`src/rtl/fetch_realign_buffer_pkg.sv`:
```
// Shared definitions for the fetch realign buffer: RVC length decode,
// cache byte-order normalisation and the request state encoding.
package fetch_realign_buffer_pkg;

    localparam logic [31:0] NOP      = 32'h00000013;
    localparam logic [1:0]  RVC_MASK = 2'b11;

    typedef enum logic {
        REQ_IDLE,
        REQ_PEND
    } req_state_e;

    // A halfword whose low two bits are 2'b11 opens a 32-bit instruction.
    function automatic logic is_full_width(input logic [15:0] half);
        return half[1:0] == RVC_MASK;
    endfunction

    function automatic logic [31:0] byte_swap(input logic [31:0] word);
        return {word[7:0], word[15:8], word[23:16], word[31:24]};
    endfunction

endpackage

```
`src/rtl/fetch_realign_buffer_if.sv`:
```
// IF-stage and instruction-cache signals of the fetch realign buffer.
// master is the buffer itself; slave is the IF stage plus cache side.
interface fetch_realign_buffer_if;

    logic [31:0] pc;
    logic        invalidate;
    logic        ready;
    logic        compressed;
    logic [31:0] inst;
    logic        ICACHE_stall;
    logic        ICACHE_ren;
    logic        ICACHE_wen;
    logic [29:0] ICACHE_addr;
    logic [31:0] ICACHE_rdata;
    logic [31:0] ICACHE_wdata;

    modport master (
        input  pc, invalidate, ICACHE_stall, ICACHE_rdata,
        output ready, compressed, inst,
        output ICACHE_ren, ICACHE_wen, ICACHE_addr, ICACHE_wdata
    );

    modport slave (
        output pc, invalidate, ICACHE_stall, ICACHE_rdata,
        input  ready, compressed, inst,
        input  ICACHE_ren, ICACHE_wen, ICACHE_addr, ICACHE_wdata
    );

endinterface

```
`src/rtl/fetch_line_buf.sv`:
```
// One-word line buffer holding the last completed cache word, with hit
// compares for the current word and the following word.
module fetch_line_buf
    import fetch_realign_buffer_pkg::*;
#(
    parameter logic [29:0] RESET_PC_WORD = 30'h0
) (
    input  logic        clk,
    input  logic        rst_n,
    input  logic        invalidate,
    input  logic        upd_en,
    input  logic [29:0] upd_addr,
    input  logic [31:0] upd_data,
    input  logic [29:0] addr_a,
    input  logic [29:0] addr_b,
    output logic        hit_a,
    output logic        hit_b,
    output logic        hi_full,
    output logic [31:0] line_data
);

    logic        line_vld;
    logic [29:0] line_addr;

    // NOTE: sequential state uses non-blocking assignments so every register
    // samples pre-edge values regardless of statement order.
    always_ff @(posedge clk or negedge rst_n) begin
        if (!rst_n) begin
            line_vld  <= 1'b0;
            line_addr <= RESET_PC_WORD;
            // NOTE: a single data word is cheap to reset and keeps outputs
            // deterministic; a real storage array would be left unreset.
            line_data <= '0;
        end else if (invalidate) begin
            line_vld <= 1'b0;
        end else if (upd_en) begin
            line_vld  <= 1'b1;
            line_addr <= upd_addr;
            line_data <= upd_data;
        end
    end

    assign hit_a   = line_vld && (line_addr == addr_a);
    assign hit_b   = line_vld && (line_addr == addr_b);
    assign hi_full = is_full_width(line_data[31:16]);

endmodule

```
`src/rtl/fetch_realign_buffer.sv`:
```
// Realigns a halfword-aligned PC into a complete RV32IC instruction using
// one-word cache reads and a line buffer for words straddling a boundary.
module fetch_realign_buffer
    import fetch_realign_buffer_pkg::*;
#(
    parameter bit          BYTE_SWAP     = 1'b1,
    parameter logic [29:0] RESET_PC_WORD = 30'h0
) (
    input logic                   clk,
    input logic                   rst_n,
    fetch_realign_buffer_if.master bus
);

    req_state_e  state;
    logic [29:0] req_addr;
    logic        req_pend;

    logic [29:0] word_a;
    logic [29:0] word_b;
    logic        hit_a;
    logic        hit_b;
    logic        hi_full;
    logic [31:0] line_data;

    logic        sel_b;
    logic [29:0] target;
    logic        hit_tgt;
    logic        ren;
    logic [29:0] rd_addr;
    logic        done;
    logic        fresh;
    logic [31:0] cw;
    logic        avail_a;
    logic        avail_b;
    logic [31:0] w_a;
    logic [31:0] w_b;

    logic        ready_c;
    logic        compressed_c;
    logic [31:0] inst_c;

    logic        unused_pc0;
    assign unused_pc0 = bus.pc[0];

    assign word_a = bus.pc[31:2];
    assign word_b = word_a + 30'd1;

    fetch_line_buf #(
        .RESET_PC_WORD(RESET_PC_WORD)
    ) u_line_buf (
        .clk        (clk),
        .rst_n      (rst_n),
        .invalidate (bus.invalidate),
        .upd_en     (done),
        .upd_addr   (rd_addr),
        .upd_data   (cw),
        .addr_a     (word_a),
        .addr_b     (word_b),
        .hit_a      (hit_a),
        .hit_b      (hit_b),
        .hi_full    (hi_full),
        .line_data  (line_data)
    );

    // Fetch the next word only once the line already holds the first half
    // of a straddling instruction.
    assign sel_b   = bus.pc[1] && hit_a && hi_full;
    assign target  = sel_b ? word_b : word_a;
    assign hit_tgt = sel_b ? hit_b : hit_a;

    assign req_pend = (state == REQ_PEND);
    assign ren      = rst_n && (req_pend || !hit_tgt);
    assign rd_addr  = req_pend ? req_addr : target;
    assign done     = ren && !bus.ICACHE_stall;
    assign cw       = BYTE_SWAP ? byte_swap(bus.ICACHE_rdata) : bus.ICACHE_rdata;

    // A stale request from before a PC change completes into the line but
    // never feeds the output directly.
    assign fresh   = done && (!req_pend || (req_addr == target));
    assign avail_a = hit_a || (fresh && (rd_addr == word_a));
    assign avail_b = hit_b || (fresh && (rd_addr == word_b));
    assign w_a     = hit_a ? line_data : cw;
    assign w_b     = hit_b ? line_data : cw;

    always_ff @(posedge clk or negedge rst_n) begin
        if (!rst_n) begin
            state    <= REQ_IDLE;
            req_addr <= '0;
        end else begin
            case (state)
                REQ_IDLE: begin
                    if (ren && bus.ICACHE_stall) begin
                        state    <= REQ_PEND;
                        req_addr <= rd_addr;
                    end
                end
                REQ_PEND: begin
                    if (!bus.ICACHE_stall) begin
                        state <= REQ_IDLE;
                    end
                end
            endcase
        end
    end

    always_comb begin
        // NOTE: defaults first so no path through the branches infers a latch.
        ready_c      = 1'b0;
        compressed_c = 1'b0;
        inst_c       = NOP;
        if (!bus.pc[1]) begin
            ready_c = avail_a;
            if (is_full_width(w_a[15:0])) begin
                inst_c = w_a;
            end else begin
                compressed_c = 1'b1;
                inst_c       = {16'h0, w_a[15:0]};
            end
        end else if (!is_full_width(w_a[31:16])) begin
            ready_c      = avail_a;
            compressed_c = 1'b1;
            inst_c       = {16'h0, w_a[31:16]};
        end else begin
            ready_c = hit_a && avail_b;
            inst_c  = {w_b[15:0], w_a[31:16]};
        end
    end

    assign bus.ready        = rst_n && ready_c;
    assign bus.compressed   = compressed_c;
    assign bus.inst         = inst_c;
    assign bus.ICACHE_ren   = ren;
    assign bus.ICACHE_addr  = rd_addr;
    assign bus.ICACHE_wen   = 1'b0;
    assign bus.ICACHE_wdata = '0;

endmodule

```
`src/flat_wrapper.sv`:
```
// flat-port wrapper written by rule: the top's interface ports become plain ports
module fetch_realign_buffer_flat import fetch_realign_buffer_pkg::*;
#(
    parameter bit          BYTE_SWAP     = 1'b1,
    parameter logic [29:0] RESET_PC_WORD = 30'h0
)
  (clk, rst_n, bus_pc, bus_invalidate, bus_ICACHE_stall, bus_ICACHE_rdata, bus_ready, bus_compressed, bus_inst, bus_ICACHE_ren, bus_ICACHE_wen, bus_ICACHE_addr, bus_ICACHE_wdata);
  fetch_realign_buffer_if bus_i ();
  input logic clk;
  input logic rst_n;
  input wire logic [$bits(bus_i.pc)-1:0] bus_pc;
  input wire logic [$bits(bus_i.invalidate)-1:0] bus_invalidate;
  input wire logic [$bits(bus_i.ICACHE_stall)-1:0] bus_ICACHE_stall;
  input wire logic [$bits(bus_i.ICACHE_rdata)-1:0] bus_ICACHE_rdata;
  output wire logic [$bits(bus_i.ready)-1:0] bus_ready;
  output wire logic [$bits(bus_i.compressed)-1:0] bus_compressed;
  output wire logic [$bits(bus_i.inst)-1:0] bus_inst;
  output wire logic [$bits(bus_i.ICACHE_ren)-1:0] bus_ICACHE_ren;
  output wire logic [$bits(bus_i.ICACHE_wen)-1:0] bus_ICACHE_wen;
  output wire logic [$bits(bus_i.ICACHE_addr)-1:0] bus_ICACHE_addr;
  output wire logic [$bits(bus_i.ICACHE_wdata)-1:0] bus_ICACHE_wdata;
  assign bus_i.pc = bus_pc;
  assign bus_i.invalidate = bus_invalidate;
  assign bus_i.ICACHE_stall = bus_ICACHE_stall;
  assign bus_i.ICACHE_rdata = bus_ICACHE_rdata;
  assign bus_ready = bus_i.ready;
  assign bus_compressed = bus_i.compressed;
  assign bus_inst = bus_i.inst;
  assign bus_ICACHE_ren = bus_i.ICACHE_ren;
  assign bus_ICACHE_wen = bus_i.ICACHE_wen;
  assign bus_ICACHE_addr = bus_i.ICACHE_addr;
  assign bus_ICACHE_wdata = bus_i.ICACHE_wdata;
  fetch_realign_buffer #(.BYTE_SWAP(BYTE_SWAP), .RESET_PC_WORD(RESET_PC_WORD)) u_core (.clk(clk), .rst_n(rst_n), .bus(bus_i));
endmodule
```
`config.mk`:
```
export PLATFORM = sky130hd
export DESIGN_NAME = fetch_realign_buffer_flat
export DESIGN_NICKNAME = d
export VERILOG_FILES = /design/src/rtl/fetch_realign_buffer_pkg.sv /design/src/rtl/fetch_realign_buffer_if.sv /design/src/rtl/fetch_line_buf.sv /design/src/rtl/fetch_realign_buffer.sv /design/src/flat_wrapper.sv
export SDC_FILE = /design/constraint.sdc
export NUM_CORES = 1
export LEC_CHECK = 0
export ABC_AREA = 1
export CAP_MARGIN = 25
export CORE_ASPECT_RATIO = 0.9
export CORE_UTILIZATION = 30
export DETAILED_ROUTE_END_ITERATION = 10
export PLACE_DENSITY = 0.58
export SLEW_MARGIN = 20
export SYNTH_ARGS = -nofsm -noshare
export SYNTH_HDL_FRONTEND = slang
export SYNTH_SLANG_ARGS = --single-unit
```
`constraint.sdc`:
```
create_clock -name clk -period 5 [get_ports clk]
set_clock_uncertainty 0.2 [all_clocks]
set_input_delay 1 -clock clk [delete_from_list [all_inputs] [get_ports clk]]
set_output_delay 1 -clock clk [all_outputs]
set_load 0.1 [all_outputs]
```
### Word-level counts from Yosys, hierarchy flattened

Index checks and enable logic that the tools add are counted.

* logic and storage cells: 56
* input bits: 68
* output and inout bits: 98
* bits in registers: 94

* equality and inequality tests: 8
* muxes and demuxes: 18
* reductions and logical operators: 22
* add/sub/neg operators: 1
* bitwise operators: 2

Operators by type and width (count)
* $eq 30x30->1: 5
* $mux 32: 4
* $mux 30: 2
* $add 30x1->30 const B: 1
* $mux 16: 1
* $logic_and 1x1->1: 12
* $mux 1: 10
* $eq 2x2->1 const B: 3
* $logic_or 1x1->1: 4
* $reduce_and 2->1: 2
* $logic_not 1->1: 3
* $not 1->1: 2
* $pmux 1 s2: 1
* $reduce_bool 2->1: 1

### Logic depth before layout (Yosys ltp)

Gate-level depths: netlist of the first run.

* depth after elaboration: 16
* mapped depth: 26
* depth with buffers taken out: 23

### Cells and area by module

Synthesis of the first run repeated with hierarchy kept, for this count alone.

* cell total of the unflattened synthesis: 1689
* area total of the unflattened synthesis: 10073.4 sq um

By module, submodules not included
* fetch_realign_buffer: area each 6372.4 sq um, instances 1, cells an instance 1216, seq. area each 775.7 sq um
* fetch_line_buf: area each 3701.0 sq um, instances 1, cells an instance 473, seq. area each 1576.5 sq um

### Least setup slack after synthesis of the first run

Ideal clock, no wire load.

* path kind: input to output
* start point: input port bus_pc[20]
* end point: output port bus_ready
* data required time: 3.800 ns
* stages on the path: 23
* path buffers: 3
* path slack: -1.339 ns
* arrival time: 5.139 ns
* path through: buf_2 > inv_2 > nand2_1 > nand2_1 > nor2_1 > nand2_1 > nor2_1 > nand2_1 > nor2_4 > nand3_2 > buf_6 > buf_6 > nand2_1 > nand3_1 > nand2_1 > xor2_1 > nor2_1 > nand4_1 > nor2_1 > nand2_1 > nor2_1 > nand2_1 > a21oi_1

RTL lines
* start, declared: line flat_wrapper.sv:11 `input wire logic [$bits(bus_i.pc)-1:0] bus_pc;`
* $eq 30x30->1 *: line fetch_line_buf.sv:43 `assign hit_a = line_vld && (line_addr == addr_a);`
* $logic_and 1x1->1 *: line fetch_line_buf.sv:43
* $logic_and 1x1->1 * (2 in series): line fetch_realign_buffer.sv:67 `assign sel_b = bus.pc[1] && hit_a && hi_full;`
* $mux 30 *: line fetch_realign_buffer.sv:68 `assign target = sel_b ? word_b : word_a;`
* $mux 30 *: line fetch_realign_buffer.sv:73 `assign rd_addr = req_pend ? req_addr : target;`
* named net bus_ICACHE_addr[8]: line flat_wrapper.sv:20 `output wire logic [$bits(bus_i.ICACHE_addr)-1:0] bus_ICACHE_addr;`
* $eq 30x30->1: line fetch_realign_buffer.sv:81 `assign avail_b = hit_b || (fresh && (rd_addr == word_b));`
* $logic_and 1x1->1: line fetch_realign_buffer.sv:81
* $logic_or 1x1->1: line fetch_realign_buffer.sv:81
* $logic_and 1x1->1: line fetch_realign_buffer.sv:124 `ready_c = hit_a && avail_b;`
* $mux 1: line fetch_realign_buffer.sv:119 `end else if (!is_full_width(w_a[31:16])) begin`
* $mux 1 *: line fetch_realign_buffer.sv:111 `if (!bus.pc[1]) begin`
* $logic_and 1x1->1 *: line fetch_realign_buffer.sv:129 `assign bus.ready = rst_n && ready_c;`
* end, declared: line flat_wrapper.sv:15 `output wire logic [$bits(bus_i.ready)-1:0] bus_ready;`

The timed path passes the listed nets; every way through them passes the cells marked *.

### Worst setup path after layout of the first run

* start point: input port bus_pc[7]
* end point: output port bus_ready

* longest elaborated chain between the ends: 16

RTL lines (line)
* branches (longest 14 deep; another with $add 30x1->30)
* $mux 1 *: fetch_realign_buffer.sv:111
* $logic_and 1x1->1 *: fetch_realign_buffer.sv:129

Mark *: on every way between the ends.

==> results of run 1 <==
critical path, stage by stage:
cell                        delay [ns]
sky130_fd_sc_hd__buf_4            0.14
sky130_fd_sc_hd__nand2_1          0.10
sky130_fd_sc_hd__nand2_2          0.09
sky130_fd_sc_hd__nor2_2           0.13
sky130_fd_sc_hd__nand2_2          0.08
sky130_fd_sc_hd__nor2_4           0.13
sky130_fd_sc_hd__nand2_2          0.08
sky130_fd_sc_hd__nor2_4           0.13
sky130_fd_sc_hd__buf_12           0.12
sky130_fd_sc_hd__nand3_4          0.08
sky130_fd_sc_hd__buf_12           0.17
sky130_fd_sc_hd__clkbuf_16        0.16
sky130_fd_sc_hd__nand2_4          0.06
sky130_fd_sc_hd__nand3_2          0.09
sky130_fd_sc_hd__nand2_2          0.12
sky130_fd_sc_hd__xor2_1           0.17
sky130_fd_sc_hd__nand4_1          0.19
sky130_fd_sc_hd__nor2_2           0.20
sky130_fd_sc_hd__nand2_1          0.07
sky130_fd_sc_hd__nor2_1           0.10
sky130_fd_sc_hd__nand2_1          0.10
sky130_fd_sc_hd__a21oi_4          0.20
sky130_fd_sc_hd__buf_12           0.20
cell usage after synthesis (2+ instances only):
cell / count
sky130_fd_sc_hd__nor3_1: 5
sky130_fd_sc_hd__buf_6: 4
sky130_fd_sc_hd__buf_4: 36
sky130_fd_sc_hd__o21ai_0: 114
sky130_fd_sc_hd__o2111ai_1: 2
sky130_fd_sc_hd__nand2_1: 576
sky130_fd_sc_hd__nand2_2: 20
sky130_fd_sc_hd__xor2_1: 50
sky130_fd_sc_hd__buf_2: 18
sky130_fd_sc_hd__clkinv_1: 5
sky130_fd_sc_hd__clkbuf_1: 37
sky130_fd_sc_hd__xnor2_1: 6
sky130_fd_sc_hd__nand4_1: 43
sky130_fd_sc_hd__buf_1: 6
sky130_fd_sc_hd__nand3b_1: 2
sky130_fd_sc_hd__o21ai_1: 44
sky130_fd_sc_hd__inv_2: 32
sky130_fd_sc_hd__nor4_1: 2
sky130_fd_sc_hd__nand3_1: 155
sky130_fd_sc_hd__a21oi_1: 8
sky130_fd_sc_hd__nor2_2: 7
sky130_fd_sc_hd__dfrtp_1: 94
sky130_fd_sc_hd__nor2_4: 2
sky130_fd_sc_hd__inv_1: 138
sky130_fd_sc_hd__o211ai_1: 30
sky130_fd_sc_hd__nand3_2: 4
sky130_fd_sc_hd__nor2_1: 112
final cells by class:
cell class / instances / share of cell area (%)
Clock inverter: 6 / 0.602
Antenna cell: 2 / 0.0330
Tap cell: 403 / 3.33
Inverter: 175 / 4.43
Multi-Input combinational cell: 1225 / 44.2
Clock buffer: 10 / 1.51
Sequential cell: 94 / 15.5
Timing Repair Buffer: 436 / 30.3
final timing paths:
check                      cells past startpoint  slack, ns                              end
hold / removal                                 2       0.29  u_core.u_line_buf.line_data[23]
setup reg to reg                              19       1.36   u_core.u_line_buf.line_addr[7]
hold reg to reg                                2       0.29  u_core.u_line_buf.line_data[23]
setup / recovery                              23      -0.13                        bus_ready
min in group asynchronous                      1       0.37               u_core.req_addr[2]
max in group asynchronous                      3       3.22   u_core.u_line_buf.line_data[1]
through the flow:
stage,cell area [um^2],setup WS (ns),instances,total power [uW]
2_1_floorplan,9340,-0.726,1595,2200
3_3_place_gp,13100,-0.705,2276,2920
3_5_place_dp,13100,-0.723,2276,2940
4_1_cts,14100,-0.159,2316,3810
5_1_grt,15200,-0.248,2349,4140
6_report,15200,-0.126,2351,3930
sequential cells by signal (all words and copies together), names as in the netlist:
| name | cells |
|---|---|
| u_core.req_pend | 1 |
| u_core.u_line_buf.line_data | 32 |
| u_core.req_addr | 30 |
| u_core.u_line_buf.line_vld | 1 |
| u_core.u_line_buf.line_addr | 30 |
power groups by stage:
stage          Sequential [uW]  Combinational (uW)  Clock, uW
2_1_floorplan             1000                1200          0
3_3_place_gp              1030                1890          0
3_5_place_dp              1030                1910          0
4_1_cts                   1020                1960        830
5_1_grt                   1050                2230        851
6_report                  1030                2090        809
cell families after synthesis:
family                   synth area share (%)
buffers and inverters                    13.4
AO/OA/AOI/OAI                            12.4
flip-flops                               25.7
AND/OR/NAND/NOR                          42.8
other                                  0.0410
adder cells (fa/ha/maj)                 0.137
XOR/XNOR                                 5.54
per-layer routing:
layer  share of wire (%)  GRT usage [%]
met5                   0              0
met4                 2.4           7.09
met3                 8.6           5.20
met2                  46           37.4
met1                  43           31.0
what timing repair did:
action | CTS | global route
cloned | 3 | 5
setup buffers | 21 | 26
pin swaps | 51 | 113
gates resized for setup | 212 | 224
setup endpoints to repair | 32 | 20
hold buffers | 0 | 0
==> impl_metrics.json, run 1 <==
{
  "run_status": "complete, but fails checks",
  "violations_in_the_final_reports": "negative setup slack",
  "io_buffers": 131,
  "drtIter0Drc": 761,
  "detailroute.via_count": 11600,
  "die_height_um": 168,
  "number_of_antenna_violations_at_the_first_check_in_global_routing": 2,
  "finalWeightedCongestion": 0.954,
  "cts_root_cell": "sky130_fd_sc_hd__clkbuf_16",
  "wire_length_of_the_first_global_routing_pass_mm": 56.1,
  "worst_setup_path_startpoint": "bus_pc[7]",
  "largest_net_degree_at_the_start_of_global_routing": 67,
  "setup_viol_count_final": 17,
  "h-tree-depth": 3,
  "achievable_frequency_mhz": 195,
  "final_nets": 2010,
  "most_frequent_cells_in_the_layout": "sky130_fd_sc_hd__nand2_1, sky130_fd_sc_hd__buf_4, sky130_fd_sc_hd__nand3_1",
  "synth.lib_cells_used.distinct": 38,
  "layout.cells.most_common": "sky130_fd_sc_hd__nand2_1",
  "global_route.overflow_total": 0,
  "max-clock-path-buffers": 2,
  "tritoncts": "yes",
  "clk_latency_ns": 0.37,
  "crit_required_ns": 3.80,
  "multi_input_comb_area_um2": 6710,
  "slew_violations": 0,
  "route.detailed.drc": 0,
  "yosysWarnings": 0,
  "ys_seq_elements": 94,
  "finalHoldViolations": 0,
  "wl_mm": 37.9,
  "cts_inserted_buffers": 9,
  "fp.coreArea_um2": 30000,
  "timing.rr.start": "u_core.u_line_buf.line_addr[26]",
  "filler_cell_count": 2894,
  "synth_top_area_cell": "sky130_fd_sc_hd__dfrtp_1",
  "top_ff_cell_synth": "sky130_fd_sc_hd__dfrtp_1",
  "ant_nets": 0,
  "power.internal_uw": 2110,
  "wl_per_cell_um": 16.1,
  "seq_power_share_pct": 26.3,
  "asyncSetResetFlopFracSynth_pct": 100,
  "first_global_vias": 10600,
  "setup_tns_ns": -0.941,
  "fp.dieW_um": 186,
  "post-dp-hpwl_mm": 26.5,
  "fin_crit_sh_pct": 103,
  "seq_area_um2": 2350,
  "drt_pass1_iterations": 5,
  "flow.area_growth_from_synthesis_pct": 65.7,
  "final_util_pct": 50.6,
  "avgViaCountPerCell": 4.92,
  "timing.critical_path.from_type": "input port",
  "io_pins": 166,
  "cp.arrival_ns": 3.93,
  "hold_path.startpoint": "u_core.u_line_buf.line_data[23]",
  "timing.slew.headroom_pct": 56.2,
  "total_leakage_power_uw": 0.00752,
  "synthTopCellsByArea": "sky130_fd_sc_hd__dfrtp_1, sky130_fd_sc_hd__nand2_1, sky130_fd_sc_hd__nand3_1",
  "netlist_area_um2": 9150,
  "endpoint_kind": "output pin",
  "floorplan.die_area_um2": 31200,
  "ir_drop_mv": 0.172,
  "timing.hold.worst.class": "flip-flop to flip-flop",
  "cellPowerDensity_nw_per_um2": 259,
  "global_route.usage.total_pct": 23.3,
  "final_layout_size_suffix_gt1_share_pct": 35.4,
  "rsz0062_at_grt": "true",
  "clk_transition_reported_paths_ns": 0.08,
  "comb_power_share_pct": 53.1,
  "postLayoutSetupSlackWorst_ns": -0.126,
  "timing.setup.critical_path_class": "input port to output pin",
  "crit_path_max_fanout": 5,
  "power_switching_share_pct": 46.4,
  "switching_power_uw": 1820,
  "whs_ns": 0.291,
  "start_util_pct": 30.6,
  "finalCriticalPeriod_ns": 5.13,
  "synthCells": 1563,
  "synth.avg_cell_area_um2": 5.85,
  "rows": 60,
  "post-synth-top-area-fraction_pct": 25.7,
  "number_of_synthesized_flops_with_an_enable_pin": 0,
  "ys_seq_area_share_pct": 25.7,
  "power_frac_clock_pct": 20.6,
  "tightest_slew_ns": 0.656,
  "total_clock_sinks": 94,
  "number_of_maximum_capacitance_constraint_violations": 0
}
Power figures use the tool's default switching activity.
==> run 2: changes to the inputs <==
Settings changed: PLACE_DENSITY 0.58 to 0.59, REMOVE_ABC_BUFFERS set to 1.
Clock period 5 ns to 4.3 ns, I/O delays scaled along.
==> impl_metrics.json, run 2 (synthesized netlist as in run 1, its figures left out) <==
{
  "achievable_frequency_mhz": 201,
  "detailroute.via_count": 11700,
  "max-clock-path-buffers": 2,
  "groute.layer.met2.usage_pct": 37.4,
  "registers_with_the_most_flip_flops": "u_core.u_line_buf.line_data: 32 flops, u_core.req_addr: 30 flops, u_core.u_line_buf.line_addr: 30 flops",
  "timing.critical_path.from_type": "input port",
  "number_of_antenna_violations_at_the_first_check_in_global_routing": 1,
  "first_global_vias": 10900,
  "wl_per_cell_um": 16.2,
  "largest_net_degree_at_the_start_of_global_routing": 65,
  "cellPowerDensity_nw_per_um2": 308,
  "tightest_slew_ns": 0.876,
  "violations_in_the_final_reports": "negative setup slack",
  "total_leakage_power_uw": 0.00733,
  "diodes": 0,
  "final_layout_size_suffix_gt1_share_pct": 32.0,
  "cts_root_cell": "sky130_fd_sc_hd__clkbuf_16",
  "cts_inserted_buffers": 9,
  "fin_crit_sh_pct": 116,
  "start_util_pct": 30.6,
  "global_route.usage.met1_pct": 32.9,
  "finalWeightedCongestion": 0.952,
  "crit_path_max_fanout": 8,
  "slew_violations": 0,
  "clk_latency_ns": 0.37,
  "io_pins": 166,
  "layout.cells.most_common": "sky130_fd_sc_hd__nand2_1",
  "postLayoutSetupSlackWorst_ns": -0.686,
  "timing.setup.critical_path_class": "input port to output pin",
  "finalCriticalPeriod_ns": 4.99,
  "dpl_worst_slack_ns": -1.53,
  "timing.slew.headroom_pct": 41.6,
  "h-tree-depth": 3,
  "ant_nets": 0,
  "final_util_pct": 48.3,
  "rsz0062_at_grt": "true",
  "tritoncts": "yes",
  "reg2reg_depth": 17,
  "rows": 60,
  "wl_mm": 37.9,
  "fp.coreArea_um2": 30000,
  "clk_transition_reported_paths_ns": 0.07,
  "global_route.overflow_total": 0,
  "drt_pass1_iterations": 6,
  "ir_drop_mv": 0.212,
  "avgViaCountPerCell": 4.98,
  "floorplan.die_area_um2": 31200,
  "registers.top_by_ff_count": "u_core.u_line_buf.line_data",
  "global_route.usage.total_pct": 23.9,
  "endpoint_kind": "output pin",
  "die_height_um": 168,
  "filler_cell_count": 3018,
  "setup_tns_ns": -9.48,
  "route.detailed.drc": 0,
  "globalRoute.busiestLayer": "met2",
  "max_ffs_per_register": 32,
  "final_nets": 2001,
  "wire_length_of_the_first_global_routing_pass_mm": 57.9,
  "timing.reg2reg.setup_slack_ns": 1.12,
  "crit_required_ns": 3.24,
  "holdPathStages": 2,
  "finalHoldViolations": 0,
  "drtIter0Drc": 917,
  "fp.dieW_um": 186,
  "io_buffers": 131,
  "post-dp-hpwl_mm": 27.9,
  "gr-usage-met3_pct": 5.18,
  "setup_viol_count_final": 19,
  "number_of_maximum_capacitance_constraint_violations": 0,
  "flow.area_growth_from_synthesis_pct": 58.2,
  "total_clock_sinks": 94,
  "timing.hold.worst.class": "flip-flop to flip-flop",
  "cp.arrival_ns": 3.93,
  "most_frequent_cells_in_the_layout": "sky130_fd_sc_hd__nand2_1, sky130_fd_sc_hd__buf_4, sky130_fd_sc_hd__nand3_1",
  "run_status": "complete, but fails checks"
}
==> run 2: cell types whose count changed in the layout (fill, tap and decap cells not counted), moves of 10 or more <==
| cell | change |
|---|---|
| sky130_fd_sc_hd__buf_6 | -16 |
| sky130_fd_sc_hd__nand2_2 | -22 |
| sky130_fd_sc_hd__nor2_1 | +25 |
| sky130_fd_sc_hd__o21ai_0 | -12 |
| sky130_fd_sc_hd__nand2_1 | +34 |
| sky130_fd_sc_hd__nor2_2 | -17 |
| sky130_fd_sc_hd__nand2_4 | -10 |
| sky130_fd_sc_hd__o21ai_2 | +14 |
==> run 2: per-layer routing <==
metal | wire [um] | vias to the layer above | part of all wire [%]
met5 | 13 | - | 0.034
met4 | 765 | 2 | 2.0
met3 | 3100 | 52 | 8.2
met2 | 17100 | 472 | 45
met1 | 16900 | 5454 | 45
li1 | - | 5676 | -
==> run 2: cell type report <==
type / count / area (um^2) / area share [%]
multi-input cells: 1225 / 6310 / 43.6
repair buffers: 427 / 4360 / 30.1
flip-flops and latches: 94 / 2350 / 16.2
well taps: 403 / 504 / 3.48
inverters: 175 / 662 / 4.57
clock buffers: 9 / 225 / 1.56
clock inverters: 7 / 62.6 / 0.432
==> run 2: worst paths after layout <==
| kind | from | endpoint |
|---|---|---|
| setup reg to reg | u_core.u_line_buf.line_addr[8] | u_core.u_line_buf.line_addr[20] |
| hold reg to reg | u_core.u_line_buf.line_data[21] | u_core.u_line_buf.line_data[21] |
| min in group asynchronous | rst_n | u_core.req_addr[4] |
| setup / recovery | bus_pc[3] | bus_ready |
| hold / removal | u_core.u_line_buf.line_data[21] | u_core.u_line_buf.line_data[21] |
| max in group asynchronous | rst_n | u_core.u_line_buf.line_data[11] |
==> run 2: per-stage QoR <==
| step | power, uW | instance area, um^2 | hold WS (ns) | std cells |
|---|---|---|---|---|
| 2_1_floorplan | 2500 | 8700 | 0.248 | 1494 |
| 3_3_place_gp | 3440 | 13200 | 0.262 | 2292 |
| 3_5_place_dp | 3460 | 13200 | 0.272 | 2292 |
| 4_1_cts | 4410 | 13900 | 0.295 | 2327 |
| 5_1_grt | 4700 | 14500 | 0.319 | 2340 |
| 6_report | 4450 | 14500 | 0.296 | 2340 |
==> run 2: repair_timing <==
item | CTS | global route
setup buffers | 19 | 16
pin swaps | 38 | 57
gates cloned | 1 | 3
setup endpoints to repair | 65 | 35
hold buffers | 0 | 0
gates resized for setup | 210 | 160
==> run 2: where the power goes <==
group / internal (uW) / switching [uW] / total, uW
combinational: 852 / 1540 / 2390
sequential: 1060 / 143 / 1200
clock: 409 / 449 / 858
==> run 2: worst max-delay path, stage by stage <==
cell and delay [ns]:
sky130_fd_sc_hd__buf_6 0.10, sky130_fd_sc_hd__buf_6 0.11, sky130_fd_sc_hd__inv_4 0.05, sky130_fd_sc_hd__nor2_2 0.04, sky130_fd_sc_hd__nor2_4 0.14, sky130_fd_sc_hd__nand2_2 0.09
sky130_fd_sc_hd__nor2_4 0.15, sky130_fd_sc_hd__nand2_2 0.08, sky130_fd_sc_hd__nor2_4 0.19, sky130_fd_sc_hd__buf_6 0.15, sky130_fd_sc_hd__buf_12 0.13, sky130_fd_sc_hd__buf_8 0.13
sky130_fd_sc_hd__nand4_1 0.13, sky130_fd_sc_hd__nand3_2 0.12, sky130_fd_sc_hd__nand2_2 0.07, sky130_fd_sc_hd__xor2_1 0.14, sky130_fd_sc_hd__nor2_1 0.16, sky130_fd_sc_hd__nand3_2 0.16
sky130_fd_sc_hd__nor2_4 0.16, sky130_fd_sc_hd__nand2_2 0.07, sky130_fd_sc_hd__nor2_2 0.11, sky130_fd_sc_hd__nand2_1 0.07, sky130_fd_sc_hd__a21oi_2 0.19, sky130_fd_sc_hd__buf_4 0.15
sky130_fd_sc_hd__buf_12 0.16
==> run 3: changes to the inputs <==
Settings changed: PLACE_DENSITY 0.59 to 0.58, SKIP_CTS_REPAIR_TIMING set to 1.
Clock period 4.3 ns to 5.4 ns, I/O delays scaled along.
==> impl_metrics.json, run 3 (synthesized netlist as in run 1, its figures left out) <==
{
  "run_status": "finished, final reports clean",
  "wire_length_of_the_first_global_routing_pass_mm": 54.4,
  "wl_mm": 35.9,
  "whs_ns": 0.291,
  "finalHoldViolations": 0,
  "cts_inserted_buffers": 9,
  "rows": 60,
  "cts_root_cell": "sky130_fd_sc_hd__clkbuf_16",
  "crit_path_max_fanout": 16,
  "hold_path.startpoint": "u_core.u_line_buf.line_data[21]",
  "max_stage_delay_ns": 0.31,
  "drt_pass1_iterations": 6,
  "ir_drop_mv": 0.159,
  "timing.setup.critical_path_class": "input port to output pin",
  "registers_with_the_most_flip_flops": "u_core.u_line_buf.line_data: 32 flops, u_core.req_addr: 30 flops, u_core.u_line_buf.line_addr: 30 flops",
  "floorplan.die_area_um2": 31200,
  "fp.coreArea_um2": 30000,
  "endpoint_kind": "output pin",
  "global_route.overflow_total": 0,
  "io_pins": 166,
  "tightest_slew_ns": 0.810,
  "first_global_vias": 10400,
  "crit_required_ns": 4.12,
  "timing.rr.start": "u_core.u_line_buf.line_addr[22]",
  "timing.hold.worst.class": "flip-flop to flip-flop",
  "global_route.usage.total_pct": 22.5,
  "globalRoute.busiestLayer": "met2",
  "route.detailed.drc": 0,
  "flow.area_growth_from_synthesis_pct": 55.7,
  "die_height_um": 168,
  "finish.cell_count_without_fillers": 2324,
  "timing.reg2reg.setup_slack_ns": 2.19,
  "clk_latency_ns": 0.37,
  "most_frequent_cells_in_the_layout": "sky130_fd_sc_hd__nand2_1, sky130_fd_sc_hd__buf_4, sky130_fd_sc_hd__nand3_1",
  "registers.top_by_ff_count": "u_core.u_line_buf.line_data",
  "crit_path_end": "bus_inst[21]",
  "cp.arrival_ns": 4.00,
  "total_clock_sinks": 94,
  "timing.slew.headroom_pct": 46.0,
  "diodes": 0,
  "avgViaCountPerCell": 4.85,
  "h-tree-depth": 3,
  "post-layout-total-power_uw": 3500,
  "worst_path_dominant_cell_family": "buffers and inverters",
  "final_nets": 1985,
  "critical_path_buf_inv_count": 9,
  "finalWeightedCongestion": 0.950,
  "achievable_frequency_mhz": 189,
  "final_layout_size_suffix_gt1_share_pct": 30.7,
  "slew_violations": 0,
  "largest_net_degree_at_the_start_of_global_routing": 65,
  "max_ffs_per_register": 32,
  "ant_nets": 0,
  "global_route.usage.met1_pct": 30.3,
  "max-clock-path-buffers": 2,
  "wl_per_cell_um": 15.5,
  "worst-path-stages": 22,
  "reg2reg_depth": 16,
  "timing.critical_path.slowest_stage_cell": "sky130_fd_sc_hd__nor4_1",
  "final_util_pct": 47.6,
  "clk_transition_reported_paths_ns": 0.07,
  "layout.cells.most_common": "sky130_fd_sc_hd__nand2_1",
  "r2r_end": "u_core.req_addr[0]",
  "dpl_cell_area_um2": 13200,
  "finalCriticalPeriod_ns": 5.28,
  "fp.dieW_um": 186,
  "fin_crit_sh_pct": 97.8,
  "final_cell_area_um2": 14200,
  "io_buffers": 131,
  "total_leakage_power_uw": 0.00722,
  "groute.layer.met2.usage_pct": 35.5,
  "setup_viol_count_final": 0,
  "timing.critical_path.cells": "buf_4 > buf_4 > nand2_1 > nor2_1 > buf_4 > buf_4 > nand2_1 > nor2_2 > nand3_1 > nand2_1 > inv_1 > nand2_1 > o2111ai_1 > nor4_1 > buf_4 > nand3_4 > buf_12 > clkbuf_16 > nand2_1 > o211ai_1 > o21ai_1 > clkbuf_16",
  "drtIter0Drc": 730,
  "cellPowerDensity_nw_per_um2": 246,
  "tritoncts": "yes",
  "number_of_antenna_violations_at_the_first_check_in_global_routing": 0,
  "gr-usage-met3_pct": 5.37,
  "timing.critical_path.from_type": "input port",
  "number_of_maximum_capacitance_constraint_violations": 0,
  "post-dp-hpwl_mm": 26.2,
  "numPlacedInstances": 2292,
  "detailroute.via_count": 11300,
  "worst_setup_path_startpoint": "bus_pc[16]",
  "start_util_pct": 30.6
}
==> run 3: layout make-up <==
class                           instances  area, um^2
Clock buffer                            9         225
Multi-Input combinational cell       1225        6220
Timing Repair Buffer                  411        4220
Tap cell                              403         504
Sequential cell                        94        2350
Inverter                              175         659
Fill cell                            3034       15700
Clock inverter                          7        62.6
==> run 3: tightest hold or removal path, stage by stage, from the launching register on <==
cell,delay (ns)
sky130_fd_sc_hd__dfrtp_1,0.34
sky130_fd_sc_hd__nand2_1,0.05
sky130_fd_sc_hd__o21ai_1,0.06
==> run 3: through the flow <==
stage	worst slack (ns)	setup TNS, ns
after floorplan	-1.94	-79.08
after global placement	-0.513	-5.43
after detailed placement	-0.528	-5.20
after CTS	-0.541	-5.60
after global routing	-0.0281	-0.0488
final	0.117	0
==> run 3: routing by layer <==
layer,vias to the layer above,wire (um)
met4,0,673
li1,5651,-
met1,5177,15900
met3,38,3130
met5,-,0
met2,415,16300
==> run 3: worst min path at each step <==
| stage | slack, ns | depth (start not counted) | end |
|---|---|---|---|
| 6_report | 0.29 | 2 | u_core.u_line_buf.line_data[21] |
| 2_1_floorplan | 0.25 | 2 | u_core.u_line_buf.line_data[31] |
| 3_5_place_dp | 0.27 | 2 | u_core.u_line_buf.line_data[26] |
| 3_3_place_gp | 0.26 | 2 | u_core.u_line_buf.line_data[31] |
| 4_1_cts | 0.30 | 2 | u_core.u_line_buf.line_data[26] |
| 5_1_grt | 0.31 | 2 | u_core.u_line_buf.line_data[26] |
==> run 3: power by group <==
group	internal, uW	total [uW]	switching, uW	leakage (uW)
Clock	325	672	346	0.000145
Sequential	843	951	107	0.00117
Combinational	671	1880	1210	0.00590
Total	1840	3500	1660	0.00722
